==> src/rtl/uart_rx_pkg.sv <==
// Shared constants, FSM state type and baud divider helper for the UART receiver.
package uart_rx_pkg;

    localparam int PAR_NONE = 0;
    localparam int PAR_ODD  = 1;
    localparam int PAR_EVEN = 2;

    // Bit positions of the per-word error flags.
    localparam int ERR_PAR = 0;
    localparam int ERR_FRM = 1;
    localparam int ERR_BRK = 2;

    typedef enum logic [2:0] {
        ST_IDLE   = 3'd0,
        ST_START  = 3'd1,
        ST_DATA   = 3'd2,
        ST_PARITY = 3'd3,
        ST_STOP   = 3'd4
    } rx_state_e;

    // Rounded clk cycles per oversample tick.
    function automatic int calc_div(input int clk_hz, input int baud, input int os);
        return (clk_hz + (baud * os) / 2) / (baud * os);
    endfunction

endpackage

==> src/rtl/uart_rx_fifo_sync_fifo.sv <==
// Show-ahead synchronous FIFO; pointers carry one wrap bit to tell full from empty.
module sync_fifo #(
    parameter int WIDTH = 11,
    parameter int DEPTH = 16
) (
    input  logic                     clk,
    input  logic                     rst,
    input  logic                     push,
    input  logic                     pop,
    input  logic [WIDTH-1:0]         din,
    output logic [WIDTH-1:0]         dout,
    output logic                     full,
    output logic                     empty,
    output logic [$clog2(DEPTH):0]   count
);
    localparam int AW = $clog2(DEPTH);

    logic [WIDTH-1:0] mem_q [DEPTH];
    logic [AW:0]      wr_ptr_q, wr_ptr_d;
    logic [AW:0]      rd_ptr_q, rd_ptr_d;
    logic             do_push, do_pop;

    assign empty = (wr_ptr_q == rd_ptr_q);
    assign full  = (wr_ptr_q[AW] != rd_ptr_q[AW]) &&
                   (wr_ptr_q[AW-1:0] == rd_ptr_q[AW-1:0]);
    assign count = wr_ptr_q - rd_ptr_q;
    assign dout  = mem_q[rd_ptr_q[AW-1:0]];

    // A push into a full FIFO is taken only when a pop frees the head slot in the same cycle.
    always_comb begin
        do_pop   = pop && !empty;
        do_push  = push && (!full || do_pop);
        wr_ptr_d = wr_ptr_q + {{AW{1'b0}}, do_push};
        rd_ptr_d = rd_ptr_q + {{AW{1'b0}}, do_pop};
    end

    // Pointer registers.
    always_ff @(posedge clk or posedge rst) begin
        if (rst) begin
            wr_ptr_q <= '0;
            rd_ptr_q <= '0;
        end else begin
            wr_ptr_q <= wr_ptr_d;
            rd_ptr_q <= rd_ptr_d;
        end
    end

    // Storage array; contents are don't-care until written.
    always_ff @(posedge clk) begin
        if (do_push) mem_q[wr_ptr_q[AW-1:0]] <= din;
    end

endmodule

==> src/rtl/uart_rx_fifo.sv <==
// Oversampled UART receiver with majority voting, buffered word stream and idle/end-of-packet flags.
// Stream handshake: a word transfers on every clk edge where m_valid and m_ready are both high;
// m_data/m_err hold steady while m_valid is high and m_ready is low, and read 0 when empty.
module uart_rx_fifo
    import uart_rx_pkg::*;
#(
    parameter int CLK_FREQ   = 100_000_000,
    parameter int BAUD       = 9600,
    parameter int OVERSAMPLE = 16,
    parameter int DATA_BITS  = 8,
    parameter int PARITY     = 0,
    parameter int STOP_BITS  = 1,
    parameter int FIFO_DEPTH = 16,
    parameter int IDLE_BITS  = 2
) (
    input  logic                          clk,
    input  logic                          rst,
    input  logic                          rxd,
    output logic [DATA_BITS-1:0]          m_data,
    output logic [2:0]                    m_err,
    output logic                          m_valid,
    input  logic                          m_ready,
    output logic [$clog2(FIFO_DEPTH):0]   fifo_count,
    output logic                          overrun,
    input  logic                          ovr_clr,
    output logic                          rx_idle,
    output logic                          rx_eop
);
    localparam int   DIV         = calc_div(CLK_FREQ, BAUD, OVERSAMPLE);
    localparam int   DCW         = (DIV > 1) ? $clog2(DIV) : 1;
    localparam int   SCW         = $clog2(OVERSAMPLE);
    localparam int   VOTE_POS    = OVERSAMPLE / 2 + 1;
    localparam int   IDLE_MAX    = IDLE_BITS * OVERSAMPLE;
    localparam int   ICW         = $clog2(IDLE_MAX + 1);
    localparam int   FW          = DATA_BITS + 3;
    localparam logic PAR_ODD_SEL = (PARITY == PAR_ODD);

    logic [DCW-1:0]       div_cnt_q, div_cnt_d;
    logic                 tick;
    logic [1:0]           sync_q, sync_d;
    logic                 rxd_s;
    logic [2:0]           smp_q, smp_d;
    logic                 vote;
    rx_state_e            state_q, state_d;
    logic [SCW-1:0]       smp_cnt_q, smp_cnt_d, cnt_nxt;
    logic [3:0]           bit_cnt_q, bit_cnt_d;
    logic [DATA_BITS-1:0] data_q, data_d;
    logic                 par_err_q, par_err_d;
    logic                 frm_err_q, frm_err_d;
    logic                 any_one_q, any_one_d;
    logic                 lock_q, lock_d;
    logic                 push_w, pop_w;
    logic [2:0]           err_w;
    logic [ICW-1:0]       idle_cnt_q, idle_cnt_d;
    logic                 rx_idle_q, rx_idle_d;
    logic                 rx_eop_q, rx_eop_d;
    logic                 pend_q, pend_d;
    logic                 overrun_q, overrun_d;
    logic [FW-1:0]        fifo_dout;
    logic                 fifo_full, fifo_empty;

    assign tick  = (div_cnt_q == DCW'(DIV - 1));
    assign rxd_s = sync_q[1];

    // Free-running tick divider, 2-flop synchroniser and sample history with majority vote.
    always_comb begin
        div_cnt_d = tick ? '0 : div_cnt_q + 1'b1;
        sync_d    = {sync_q[0], rxd};
        smp_d     = tick ? {smp_q[1:0], rxd_s} : smp_q;
        vote      = (smp_d[0] & smp_d[1]) | (smp_d[0] & smp_d[2]) | (smp_d[1] & smp_d[2]);
    end

    // Receive FSM: votes once per bit at the third of the three mid-bit samples.
    always_comb begin
        state_d   = state_q;
        smp_cnt_d = smp_cnt_q;
        bit_cnt_d = bit_cnt_q;
        data_d    = data_q;
        par_err_d = par_err_q;
        frm_err_d = frm_err_q;
        any_one_d = any_one_q;
        lock_d    = lock_q;
        push_w    = 1'b0;
        cnt_nxt   = (smp_cnt_q == SCW'(OVERSAMPLE - 1)) ? '0 : smp_cnt_q + 1'b1;
        err_w          = '0;
        err_w[ERR_PAR] = par_err_q;
        err_w[ERR_FRM] = frm_err_q | ~vote;
        err_w[ERR_BRK] = ~(any_one_q | vote);
        if (tick) begin
            case (state_q)
                ST_IDLE: begin
                    if (lock_q) begin
                        if (vote) lock_d = 1'b0;
                    end else if (!rxd_s) begin
                        state_d   = ST_START;
                        smp_cnt_d = '0;
                        bit_cnt_d = '0;
                        par_err_d = 1'b0;
                        frm_err_d = 1'b0;
                        any_one_d = 1'b0;
                    end
                end
                default: smp_cnt_d = cnt_nxt;
            endcase
            if (state_q != ST_IDLE && cnt_nxt == SCW'(VOTE_POS)) begin
                case (state_q)
                    ST_START: state_d = vote ? ST_IDLE : ST_DATA;
                    ST_DATA: begin
                        data_d    = {vote, data_q[DATA_BITS-1:1]};
                        any_one_d = any_one_q | vote;
                        if (bit_cnt_q == 4'(DATA_BITS - 1)) begin
                            bit_cnt_d = '0;
                            state_d   = (PARITY != PAR_NONE) ? ST_PARITY : ST_STOP;
                        end else begin
                            bit_cnt_d = bit_cnt_q + 1'b1;
                        end
                    end
                    ST_PARITY: begin
                        par_err_d = ((^data_q) ^ vote) != PAR_ODD_SEL;
                        any_one_d = any_one_q | vote;
                        state_d   = ST_STOP;
                    end
                    ST_STOP: begin
                        any_one_d = any_one_q | vote;
                        if (!vote) frm_err_d = 1'b1;
                        if (bit_cnt_q == 4'(STOP_BITS - 1)) begin
                            push_w  = 1'b1;
                            state_d = ST_IDLE;
                            lock_d  = err_w[ERR_BRK];
                        end else begin
                            bit_cnt_d = bit_cnt_q + 1'b1;
                        end
                    end
                    default: state_d = ST_IDLE;
                endcase
            end
        end
    end

    // Idle detection, end-of-packet pulse and sticky overrun.
    always_comb begin
        pop_w      = m_valid && m_ready;
        idle_cnt_d = idle_cnt_q;
        if (state_q != ST_IDLE) begin
            idle_cnt_d = '0;
        end else if (tick) begin
            if (!rxd_s) idle_cnt_d = '0;
            else if (idle_cnt_q != ICW'(IDLE_MAX)) idle_cnt_d = idle_cnt_q + 1'b1;
        end
        rx_idle_d = (idle_cnt_d == ICW'(IDLE_MAX));
        rx_eop_d  = rx_idle_d && !rx_idle_q && pend_q;
        pend_d    = push_w ? 1'b1 : (rx_eop_d ? 1'b0 : pend_q);
        overrun_d = (push_w && fifo_full && !pop_w) ? 1'b1 : (ovr_clr ? 1'b0 : overrun_q);
    end

    // State and datapath registers; synchroniser and samples reset to line-idle high.
    always_ff @(posedge clk or posedge rst) begin
        if (rst) begin
            div_cnt_q  <= '0;
            sync_q     <= 2'b11;
            smp_q      <= 3'b111;
            state_q    <= ST_IDLE;
            smp_cnt_q  <= '0;
            bit_cnt_q  <= '0;
            data_q     <= '0;
            par_err_q  <= 1'b0;
            frm_err_q  <= 1'b0;
            any_one_q  <= 1'b0;
            lock_q     <= 1'b0;
            idle_cnt_q <= '0;
            rx_idle_q  <= 1'b0;
            rx_eop_q   <= 1'b0;
            pend_q     <= 1'b0;
            overrun_q  <= 1'b0;
        end else begin
            div_cnt_q  <= div_cnt_d;
            sync_q     <= sync_d;
            smp_q      <= smp_d;
            state_q    <= state_d;
            smp_cnt_q  <= smp_cnt_d;
            bit_cnt_q  <= bit_cnt_d;
            data_q     <= data_d;
            par_err_q  <= par_err_d;
            frm_err_q  <= frm_err_d;
            any_one_q  <= any_one_d;
            lock_q     <= lock_d;
            idle_cnt_q <= idle_cnt_d;
            rx_idle_q  <= rx_idle_d;
            rx_eop_q   <= rx_eop_d;
            pend_q     <= pend_d;
            overrun_q  <= overrun_d;
        end
    end

    sync_fifo #(
        .WIDTH (FW),
        .DEPTH (FIFO_DEPTH)
    ) u_fifo (
        .clk   (clk),
        .rst   (rst),
        .push  (push_w),
        .pop   (pop_w),
        .din   ({err_w, data_q}),
        .dout  (fifo_dout),
        .full  (fifo_full),
        .empty (fifo_empty),
        .count (fifo_count)
    );

    assign m_valid = !fifo_empty;
    assign m_data  = fifo_empty ? '0 : fifo_dout[DATA_BITS-1:0];
    assign m_err   = fifo_empty ? '0 : fifo_dout[FW-1:DATA_BITS];
    assign overrun = overrun_q;
    assign rx_idle = rx_idle_q;
    assign rx_eop  = rx_eop_q;

endmodule

==> config.mk <==
export PLATFORM = sky130hd
export DESIGN_NAME = uart_rx_fifo
export DESIGN_NICKNAME = d
export VERILOG_FILES = /design/src/rtl/uart_rx_pkg.sv /design/src/rtl/uart_rx_fifo_sync_fifo.sv /design/src/rtl/uart_rx_fifo.sv
export SDC_FILE = /design/constraint.sdc
export NUM_CORES = 1
export LEC_CHECK = 0
export BUFFER_PORTS_ARGS = -buffer_cell sky130_fd_sc_hd__buf_2
export CORE_MARGIN = 2
export CORE_UTILIZATION = 40
export CTS_BUF_LIST = sky130_fd_sc_hd__clkbuf_2 sky130_fd_sc_hd__clkbuf_4 sky130_fd_sc_hd__clkbuf_8
export DETAILED_ROUTE_END_ITERATION = 16
export GPL_ROUTABILITY_DRIVEN = 0
export PLACE_DENSITY = 0.61
export RECOVER_POWER = 100
export SYNTH_ARGS = -nofsm -noshare
export SYNTH_HDL_FRONTEND = slang
export SYNTH_SLANG_ARGS = --single-unit
==> constraint.sdc <==
create_clock -name clk -period 4 [get_ports clk]
set_input_delay 0.8 -clock clk [delete_from_list [all_inputs] [get_ports clk]]
set_output_delay 0.8 -clock clk [all_outputs]
set_load 0.005 [all_outputs]
==> impl_results.rst <==
.. list-table::
   :header-rows: 1

   * - Metric
     - Value
   * - Via total after detailed routing
     - 5460
   * - Clk sink count
     - 234
   * - Die height
     - 162 µm
   * - Share of cells above drive strength 1
     - 22.6%
   * - Cell total after placement
     - 950
   * - RSZ-0062 raised after global routing
     - false
   * - Worst IR drop on VDD
     - 223 µV
   * - Count of antenna diodes in the layout
     - 0
   * - Switching part of the total
     - 25.5%
   * - Post-Syn Area
     - 10000 µm²
   * - Dominant cells by area after synthesis
     - sky130_fd_sc_hd__edfxtp_1 (53%), sky130_fd_sc_hd__dfrtp_1 (13%), sky130_fd_sc_hd__mux4_2 (12%), sky130_fd_sc_hd__ha_1 (2.0%), sky130_fd_sc_hd__xnor2_1 (1.8%)
   * - Mapped Nets
     - 623
   * - Arrival time at the worst endpoint
     - 3.77 ns
   * - Internal power
     - 4.14 mW
   * - Portion of the clock cycle consumed by the worst path in the final layout
     - 90.7%
   * - Buffer type at the clock tree root
     - sky130_fd_sc_hd__clkbuf_8
   * - Power, Total
     - 5.56 mW
   * - Final worst path period need
     - 3.63 ns
   * - CTS Buf Count
     - 40
   * - Count of buffers added by post-CTS timing repair for setup
     - 0
   * - Result of the run
     - finished clean
   * - Yosys top cell area share
     - 52.7%
   * - Endpoint of the most critical register-to-register path
     - u_fifo.mem_q[6][5]$_DFFE_PP_
   * - Clock network fraction of total power
     - 37.7%
   * - Max FO, Critical Path
     - 11
   * - Max-cap violations
     - 0
   * - HPWL after detailed placement
     - 12700 µm
   * - Pins Over Slew Limit
     - 0
   * - Power density relative to cell area
     - 493 nW/µm²
   * - Proportion of synthesized chip area in sequential cells
     - 67.3%
   * - Sum of negative setup slack
     - 0 ns
   * - List of most frequent post-synthesis cells
     - sky130_fd_sc_hd__edfxtp_1 (176), sky130_fd_sc_hd__mux4_2 (55), sky130_fd_sc_hd__dfrtp_1 (53)
   * - First-pass GRT wire length
     - 32100 µm
   * - Via count of the first global-routing pass
     - 5716
   * - Post-CTS clock slew at the launch and capture registers of the worst setup and hold paths
     - 0.05 ns
   * - Critical Path End Type
     - register
   * - Antenna violations before repair
     - 0
   * - Min-Delay Path Class
     - reg -> reg
   * - Max Clk Rate
     - 0.276 GHz
   * - Synthesized area per cell
     - 16.7 µm²
   * - Remaining number of nets flagged by the antenna check after routing
     - 0
   * - Post-synth top area cell
     - sky130_fd_sc_hd__edfxtp_1
   * - Clock Latency Late Sink
     - 0.55 ns
   * - Count of unresolved DRC violations after routing
     - 0
   * - Core ar.
     - 24500 µm²
   * - # rows
     - 57
   * - Post-CTS Hold Fix Bufs
     - 0
   * - Initial core utilization
     - 41.0%
   * - Kind of critical path
     - reg -> reg
   * - Unique cell type count in the Yosys netlist
     - 65
   * - Wire length per cell after detailed routing
     - 20.3 µm
   * - Max clock buf depth
     - 3
   * - TritonCTS clock tree
     - yes
   * - Endpoint, Worst Hold
     - sync_q[1]$_DFF_PP1_
   * - Slowest CP cell
     - sky130_fd_sc_hd__clkbuf_1
   * - Dominant cell by count in the synthesized netlist
     - sky130_fd_sc_hd__edfxtp_1
   * - Startpoint of the tightest hold check path
     - sync_q[0]$_DFF_PP1_
   * - Length of the first detailed-routing pass in iterations
     - 4
   * - Net switching power of the design
     - 1.42 mW
   * - Setup violations, final
     - 0
   * - Share of total power in sequential cells
     - 48.4%
   * - All-Layer GR Usage
     - 16.2%
   * - Pin count of the biggest net entering global routing
     - 47
   * - Width of the die
     - 162 µm
   * - Synth-to-layout area growth
     - 12.5%
   * - Clock tree skew after final layout
     - 0.0267 ns
   * - Cell count after synthesis
     - 601
   * - Total wire length after detailed routing
     - 20800 µm
   * - Number of standard cells in the layout, taps in and fillers out
     - 1024
   * - Slack of the critical path
     - 0.371 ns
   * - Top flip-flop cell by instance count after synthesis
     - sky130_fd_sc_hd__edfxtp_1
   * - Total Nets Final
     - 690
   * - Mean number of vias per cell
     - 5.33
   * - Worst r2r path cells
     - 8
   * - Synthesis-stage register bit count
     - 234
   * - Final hold violation count
     - 0
   * - Crit path cell chain
     - ha_1 > nor3b_1 > a21oi_1 > nor4b_1 > and3_1 > nand3_1 > nor2_1 > clkbuf_1
   * - Leak pwr
     - 4.25 nW
   * - CTS resizes
     - 0
   * - Total of warnings raised by yosys
     - 0
   * - Floorplan die area
     - 26300 µm²
   * - Layout Utilization
     - 46.1%
   * - Critical R2R Launch
     - smp_cnt_q[0]$_DFFE_PP0P_
   * - Max-Slew Margin vs Limit
     - 2.77%
   * - Required time at the endpoint of the critical path
     - 4.15 ns
   * - Violation count after the first detailed-routing iteration
     - 485
   * - Number of synthesized flops with an enable pin
     - 176
   * - Share of power burned in combinational logic
     - 13.9%
   * - I/O Buffers
     - 24
   * - Filler Cell Count
     - 2107
   * - Remaining Overflow, GRT
     - 0
   * - Hold path cells
     - 0
   * - I/O pin count
     - 25
   * - H-tree lvl count
     - 2
   * - Slew of the pin with the lowest slew margin
     - 1.46 ns
   * - Worst path max stage delay
     - 0.80 ns
   * - Launching element type of the critical path
     - register
   * - Register-to-register setup slack
     - 0.37 ns
   * - Pre-CTS WS
     - 1.02 ns
   * - Fraction of synthesis flops using an asynchronous set or reset pin
     - 24.8%
## placed cells by master, fill, tap and decap left out, types with 5 or more instances in the layout
cell                       instances
sky130_fd_sc_hd__xor2_1            5
sky130_fd_sc_hd__inv_1            23
sky130_fd_sc_hd__xnor2_1          21
sky130_fd_sc_hd__nand2_1          28
sky130_fd_sc_hd__nand2b_1          7
sky130_fd_sc_hd__dfrtp_1          51
sky130_fd_sc_hd__and3_1            6
sky130_fd_sc_hd__clkbuf_8         44
sky130_fd_sc_hd__a31oi_1           5
sky130_fd_sc_hd__buf_2             6
sky130_fd_sc_hd__ha_1             16
sky130_fd_sc_hd__mux4_2           55
sky130_fd_sc_hd__clkbuf_4         16
sky130_fd_sc_hd__nor3_1           10
sky130_fd_sc_hd__edfxtp_1        176
sky130_fd_sc_hd__nor2_1           37
sky130_fd_sc_hd__o21ai_0          15
sky130_fd_sc_hd__nor3b_1           5
sky130_fd_sc_hd__mux2_2            8
sky130_fd_sc_hd__clkbuf_1         37
sky130_fd_sc_hd__clkinv_1          7
sky130_fd_sc_hd__a21oi_1          13
sky130_fd_sc_hd__nor2b_1          14
sky130_fd_sc_hd__dfstp_2           5
sky130_fd_sc_hd__nand3_1          22
## power by group through the flow
stage               combinational, mW  sequential, mW  clock, mW
floorplan                       0.597            2.69          0
global placement                0.793            2.74          0
detailed placement              0.803            2.74          0
CTS                             0.805            2.69       2.17
global route                    0.838            2.70       2.27
finish                          0.770            2.69       2.10
## layout make-up
type                            count  area (µm²)  share of cell area [%]
Tap cell                          324         405                    3.60
Sequential cell                   234        6750                    59.9
Inverter                           23        86.3                   0.766
Clock inverter                     14        73.8                   0.655
Multi-Input combinational cell    320        3000                    26.6
Timing Repair Buffer               49         236                    2.10
Clock buffer                       60         726                    6.44
## through the flow
step / hold slack, ns / cell area, µm²
floorplan: 0.345 / 10000
global placement: 0.347 / 10600
detailed placement: 0.350 / 10600
CTS: 0.338 / 11400
global route: 0.338 / 11300
finish: 0.357 / 11300
## worst max-delay path by stage
stage / from / to / slack [ns] / depth (start not counted)
floorplan: u_fifo.rd_ptr_q[1]$_DFF_PP0_ / u_fifo.mem_q[3][0]$_DFFE_PP_ / 0.77 / 10
global placement: u_fifo.rd_ptr_q[1]$_DFF_PP0_ / m_data[3] / 1.04 / 5
detailed placement: u_fifo.rd_ptr_q[1]$_DFF_PP0_ / m_data[2] / 1.02 / 5
CTS: u_fifo.rd_ptr_q[1]$_DFF_PP0_ / m_data[3] / 0.44 / 5
global route: smp_cnt_q[0]$_DFFE_PP0P_ / u_fifo.mem_q[6][5]$_DFFE_PP_ / 0.25 / 8
finish: smp_cnt_q[0]$_DFFE_PP0P_ / u_fifo.mem_q[6][5]$_DFFE_PP_ / 0.37 / 8
## kinds of logic after synthesis
family	after synthesis	synth area share, %
AOI/OAI and AO/OA	55	3.50
xor gates and xnor gates	26	2.27
adders and majority gates	17	2.20
buffers and inverters	47	2.32
DFF	234	67.3
muxes	65	13.5
and+or+nand+nor	157	8.95
## per-layer routing
metal	wire (µm)	share of wire (%)	global-route usage [%]
met2	10800	52	29.0
met4	473	2.3	5.43
met3	657	3.2	2.81
met5	0	0	0
met1	8800	42	19.9
## registers in the layout, summed over array words and instances (netlist names)
register         count
idle_cnt_q           6
frm_err_q            1
lock_q               1
u_fifo.wr_ptr_q      5
u_fifo.mem_q       176
sync_q               2
pend_q               1
overrun              1
any_one_q            1
rx_idle              1
smp_cnt_q            4
div_cnt_q           10
data_q               8
rx_eop               1
par_err_q            1
state_q              3
bit_cnt_q            4
u_fifo.rd_ptr_q      5
smp_q                3
## worst max-delay path: cells and delay by family (launching register included)
family                     cells  cell delay (ns)
AOI/OAI and AO/OA              1             0.07
adders and majority gates      1             0.30
buffers and inverters          1             0.80
DFF                            1             0.43
and+or+nand+nor                5             1.62
(Power assumes the default switching activity.)
